==> config.mk <==
export PLATFORM = sky130hd
export DESIGN_NAME = gpr_mp_file
export DESIGN_NICKNAME = d
export VERILOG_FILES = /design/src/rtl/gpr_mp_file.sv
export SDC_FILE = /design/constraint.sdc
export NUM_CORES = 2
export LEC_CHECK = 0
export ABC_CLOCK_PERIOD_IN_PS = 5300
export CAP_MARGIN = 30
export CORE_UTILIZATION = 40
export DETAILED_ROUTE_END_ITERATION = 8
export PLACE_DENSITY = 0.62
export SETUP_SLACK_MARGIN = 0.02
export SYNTH_ARGS = -nofsm -noshare
export SYNTH_HDL_FRONTEND = slang
export SYNTH_SLANG_ARGS = --single-unit
==> constraint.sdc <==
create_clock -name clk -period 5.3 [get_ports clk]
set_input_delay 1.06 -clock clk [delete_from_list [all_inputs] [get_ports clk]]
set_output_delay 1.06 -clock clk [all_outputs]
set_load 0.01 [all_outputs]
==> src/rtl/gpr_mp_file.sv <==
// gpr_mp_file: multi-port general-purpose register file.
// NUM_READ combinational read ports with per-byte write-through bypass,
// NUM_WRITE byte-enabled write ports, a per-register busy scoreboard, and a
// post-reset clearing sweep so the storage array needs no parallel reset.
module gpr_mp_file #(
    parameter int DATA_WIDTH = 32,
    parameter int ADDR_WIDTH = 5,
    parameter int NUM_READ   = 4,
    parameter int NUM_WRITE  = 2
) (
    input  logic                             clk,
    input  logic                             reset,
    output logic                             ready,
    input  logic [NUM_READ*ADDR_WIDTH-1:0]   rd_addr,
    output logic [NUM_READ*DATA_WIDTH-1:0]   rd_data,
    output logic [NUM_READ-1:0]              rd_busy,
    input  logic [NUM_WRITE-1:0]             wr_en,
    input  logic [NUM_WRITE*ADDR_WIDTH-1:0]  wr_addr,
    input  logic [NUM_WRITE*(DATA_WIDTH/8)-1:0] wr_be,
    input  logic [NUM_WRITE*DATA_WIDTH-1:0]  wr_data,
    input  logic [NUM_WRITE-1:0]             wr_clr,
    input  logic                             sb_set_en,
    input  logic [ADDR_WIDTH-1:0]            sb_set_addr,
    input  logic                             flush
);

    localparam int BYTES = DATA_WIDTH / 8;
    localparam int DEPTH = 2 ** ADDR_WIDTH;

    typedef enum logic {ST_INIT, ST_RUN} state_t;

    state_t                  state_q;
    logic [ADDR_WIDTH-1:0]   idx_q;
    logic                    ready_q;
    logic [DATA_WIDTH-1:0]   mem_q [DEPTH];
    logic [DEPTH-1:0]        busy_q;
    logic [DEPTH-1:0]        busy_d;

    logic                    run;
    logic [ADDR_WIDTH-1:0]   wa     [NUM_WRITE];
    logic [DATA_WIDTH-1:0]   wd     [NUM_WRITE];
    logic [BYTES-1:0]        wbe    [NUM_WRITE];
    logic [NUM_WRITE-1:0]    wr_act;   // write lands in the array / bypass
    logic [NUM_WRITE-1:0]    clr_act;  // write also releases its busy bit

    assign run   = (state_q == ST_RUN);
    assign ready = ready_q;

    // Split the flat write-port buses into per-port views
    for (genvar k = 0; k < NUM_WRITE; k++) begin : g_wport
        assign wa[k]      = wr_addr[k*ADDR_WIDTH +: ADDR_WIDTH];
        assign wd[k]      = wr_data[k*DATA_WIDTH +: DATA_WIDTH];
        assign wbe[k]     = wr_be[k*BYTES +: BYTES];
        assign wr_act[k]  = run && wr_en[k] && (wa[k] != '0);
        assign clr_act[k] = run && wr_en[k] && wr_clr[k];
    end

    // Sweep/run state machine; ready rises on the edge that clears the last entry
    always_ff @(posedge clk) begin
        if (reset) begin
            state_q <= ST_INIT;
            idx_q   <= '0;
            ready_q <= 1'b0;
        end else if (state_q == ST_INIT) begin
            idx_q <= idx_q + 1'b1;
            if (idx_q == ADDR_WIDTH'(DEPTH - 1)) begin
                state_q <= ST_RUN;
                ready_q <= 1'b1;
            end
        end
    end

    // Storage array: zeroed by the sweep, then byte writes with the highest port winning
    always_ff @(posedge clk) begin
        if (!reset && state_q == ST_INIT) begin
            mem_q[idx_q] <= '0;
        end else if (!reset && run) begin
            for (int k = 0; k < NUM_WRITE; k++) begin
                for (int b = 0; b < BYTES; b++) begin
                    if (wr_act[k] && wbe[k][b]) begin
                        mem_q[wa[k]][8*b +: 8] <= wd[k][8*b +: 8];
                    end
                end
            end
        end
    end

    // Scoreboard next state: flush beats set, set beats clear
    always_comb begin
        busy_d = busy_q;
        if (run) begin
            for (int a = 0; a < DEPTH; a++) begin
                if (flush) begin
                    busy_d[a] = 1'b0;
                end else if (sb_set_en && sb_set_addr == ADDR_WIDTH'(a)) begin
                    busy_d[a] = 1'b1;
                end else begin
                    for (int k = 0; k < NUM_WRITE; k++) begin
                        if (clr_act[k] && wa[k] == ADDR_WIDTH'(a)) begin
                            busy_d[a] = 1'b0;
                        end
                    end
                end
            end
        end
        busy_d[0] = 1'b0;
    end

    // Scoreboard register
    always_ff @(posedge clk) begin
        if (reset) begin
            busy_q <= '0;
        end else begin
            busy_q <= busy_d;
        end
    end

    // Read ports: array data overlaid by same-cycle writes, busy with clear bypass
    always_comb begin
        logic [ADDR_WIDTH-1:0] ra;
        logic [DATA_WIDTH-1:0] word;
        logic                  bz;
        rd_data = '0;
        rd_busy = '0;
        ra      = '0;
        word    = '0;
        bz      = 1'b0;
        for (int p = 0; p < NUM_READ; p++) begin
            ra   = rd_addr[p*ADDR_WIDTH +: ADDR_WIDTH];
            word = mem_q[ra];
            bz   = busy_q[ra];
            for (int k = 0; k < NUM_WRITE; k++) begin
                for (int b = 0; b < BYTES; b++) begin
                    if (wr_act[k] && wa[k] == ra && wbe[k][b]) begin
                        word[8*b +: 8] = wd[k][8*b +: 8];
                    end
                end
                if (clr_act[k] && wa[k] == ra) begin
                    bz = 1'b0;
                end
            end
            if (!run || ra == '0) begin
                word = '0;
                bz   = 1'b0;
            end
            rd_data[p*DATA_WIDTH +: DATA_WIDTH] = word;
            rd_busy[p] = bz;
        end
    end

endmodule

==> results.py <==
metrics = {
    "pwr": {
        "pwr-share-seq": 0.414,
        "p_sw_w": 0.00630,
        "p_leak_nw": 35.1,
        "sw_frac_of_total": 0.284,
        "p_comb_frac": 0.160,
        "clkPwrFrac": 0.426,
        "p_int_w": 0.0159,
        "power_density_nw_per_um2": 217,
        "peakVddDrop_mv": 0.323,
    },
    "critical_path": {
        "rr_worst_depth": 7,
        "crit_required_ps": 4240,
        "cp.arrival_ps": 4260,
        "critPathMaxFanout": 12,
        "start_kind": "primary input",
        "crit_type": "in -> out",
        "end_kind": "output pin",
    },
    "global_routing": {
        "grt_use_total": 0.390,
        "grt_pass1_wl_mm": 579,
        "grt_max_degree": 70,
        "antenna_found_initial": 27,
        "grt_pass1_vias": 72754,
        "gr-total-overflow": 0,
    },
    "clocking": {
        "cts_root_buffer": "clkbuf_16",
        "hold_buffers": 0,
        "cts_buffer_depth": 3,
        "clkTransAtPathRegs_ps": 60,
        "htree_levels": 4,
        "cts_tree": "yes",
        "cts_sinks": 1062,
        "cts_buffers": 131,
        "clk_latency_ps": 830,
    },
    "final_layout": {
        "multi_input_area_um2": 50300,
        "syn_to_final_growth_pct": 21.1,
        "drive_above_1_share": 0.395,
        "fillers": 18607,
        "fin_util": 0.487,
        "fin_nets": 7663,
        "ff_latch_area_um2": 31500,
        "stdcell_count": 10480,
    },
    "synth": {
        "synthMostInstantiatedCell": "edfxtp_1",
        "synth_top_cell_area_share": 0.365,
        "post_synth_num_cell_types": 78,
        "syn_area_per_cell_um2": 12.1,
        "synth_warnings": 0,
        "synth-edff-count": 1024,
        "synth-main-ff-cell": "edfxtp_1",
        "synth_common_cells": "edfxtp_1, mux4_2, mux2_2, nand2_1, o21ai_0",
        "seq_area_frac_synth": 0.374,
        "synth-async-reset-ratio": 0,
        "synth_nets": 7065,
        "syn_inst": 6948,
        "ys_top_cells_by_area": "edfxtp_1, mux4_2, mux2_2, mux2i_1, o21ai_0",
        "yosys.area.top_type": "edfxtp_1",
        "yosys_register_bits": 1062,
        "syn-cell-area_um2": 84300,
    },
    "sta": {
        "hold_viol": 0,
        "rsz0062_at_grt": "false",
        "fin_ws_ps": -16.9,
        "clock_skew_ps": 26.2,
        "report.final.slew_viol_count": 0,
        "whs_ps": 553,
        "timing.final.crit_period_ps": 5320,
        "period_share": 1.00,
        "clock.fmax_ghz": 0.188,
        "worstMarginPinSlew_ps": 1020,
        "setup_viol": 1,
        "slew_headroom": 0.321,
    },
    "run_status": {
        "violations": "negative setup slack",
        "outcome": "finished, violations left",
    },
    "placed_design": {
        "gp_congestion": 1.08,
        "hpwl_mm": 296,
        "placed_cells": 10194,
        "portBuffers": 247,
    },
    "route": {
        "drtAntennaViolNets": 0,
        "drt_first_iter_violations": 13119,
        "detail_route.wl_per_cell_um": 40.3,
        "dr.pass1.iters": 7,
        "vias_per_cell": 7.25,
        "vias": 75966,
        "drc": 0,
        "drt_wl_total_mm": 422,
    },
    "die": {
        "placementRows": 168,
        "die_w_um": 461,
        "core_area_um2": 210000,
        "ios": 248,
        "start_util": 0.402,
        "die_y_um": 461,
        "die_area_um2": 213000,
    },
    "min_path": {
        "min_path_type": "reg -> reg",
        "hold_depth": 2,
    },
    "run": {
        "maxCapViolations": 0,
    },
}
[power groups by stage]
stage / Sequential, W / Clock (W) / Combinational (W)
2_1_floorplan: 0.00934 / 0 / 0.00181
3_3_place_gp: 0.00935 / 0 / 0.00332
3_5_place_dp: 0.00935 / 0 / 0.00333
4_1_cts: 0.00918 / 0.00945 / 0.00339
5_1_grt: 0.00918 / 0.00972 / 0.00357
6_report: 0.00918 / 0.00944 / 0.00355
[worst paths after layout]
path	start	slack, ps	end
worst max register to register	run	1430	mem_q[23][5]
worst min-delay path	busy_q[11]	550	busy_q[11]
worst max-delay path	rd_addr[19]	-20	rd_data[110]
worst min register to register	busy_q[11]	550	busy_q[11]
[repair_timing]
| item | CTS | global route |
|---|---|---|
| gates cloned | 0 | 1 |
| endpoints found under the setup margin | 121 | 77 |
| setup buffers | 18 | 5 |
| endpoints found under the hold margin | 0 | 0 |
| pin swaps | 37 | 28 |
| gates resized for setup | 203 | 96 |
[final cells by class]
| cell class | count | area share |
|---|---|---|
| sequential | 1062 | 0.309 |
| inverter | 46 | 0.00174 |
| multi-input combinational | 5063 | 0.493 |
| timing repair buffer | 1242 | 0.119 |
| tap | 2805 | 0.0344 |
| clock buffer | 155 | 0.0334 |
| antenna | 21 | 0.000515 |
| clock inverter | 86 | 0.00940 |
[per-stage QoR]
stage | total power (W) | area [µm²] | worst slack, ps | TNS [ps]
after CTS | 0.0220 | 102000 | 5.92 | 0
after global routing | 0.0225 | 102000 | 7.43 | 0
after floorplan | 0.0111 | 84300 | 1240 | 0
after global placement | 0.0127 | 96200 | -1290 | -55410
final | 0.0222 | 102000 | -16.9 | -16.9
after detailed placement | 0.0127 | 96200 | -940 | -49800
[sequential cells by signal, indices dropped and copies added (netlist names)]
signal,count
busy_q,31
ready,1
mem_q,1024
run,1
idx_q,5
[logic make-up (layout without fill, tap and decap cells)]
group	after synthesis	after routing	share of synthesized area
multiplexers	2039	2039	0.381
other	0	21	0
AO/OA/AOI/OAI	1461	1461	0.112
AND/OR/NAND/NOR	1520	1520	0.0834
adder cells (fa/ha/maj)	2	2	0.000297
flip-flops	1062	1062	0.374
XOR/XNOR	41	41	0.00426
buffers and inverters	823	1529	0.0450
[metal layers]
layer,share of wire,up-vias,global-route usage,wire length [µm]
met3,0.15,1649,0.131,61400
met5,0.00066,-,0.00390,277
met4,0.081,18,0.262,34100
met2,0.43,7028,0.571,180000
met1,0.35,37988,0.489,146000
li1,-,29283,-,-
[cells in the final DEF, fill, tap and decap left out, types with 112 or more instances in the layout]
cell                n
a21oi_1           112
a221oi_1          151
a22oi_1           151
buf_12            170
buf_4             815
clkbuf_16         134
clkdlybuf4s50_1   157
edfxtp_1         1024
mux2_2            760
mux2i_1           417
mux4_2            862
nand2_1           722
nor2_1            269
o21ai_0           561
o22ai_1           140
[worst max-delay path, cell delays in order]
cell and delay, ps:
clkdlybuf4s50_1 460, buf_4 170, buf_4 170, buf_4 170, inv_1 90, nor2_4 160
buf_12 140, buf_12 170, a22o_1 250, mux2i_1 170, o211ai_1 470, buf_4 200
clkdlybuf4s50_1 530
Note: power is estimated with default switching activity, not from simulation.
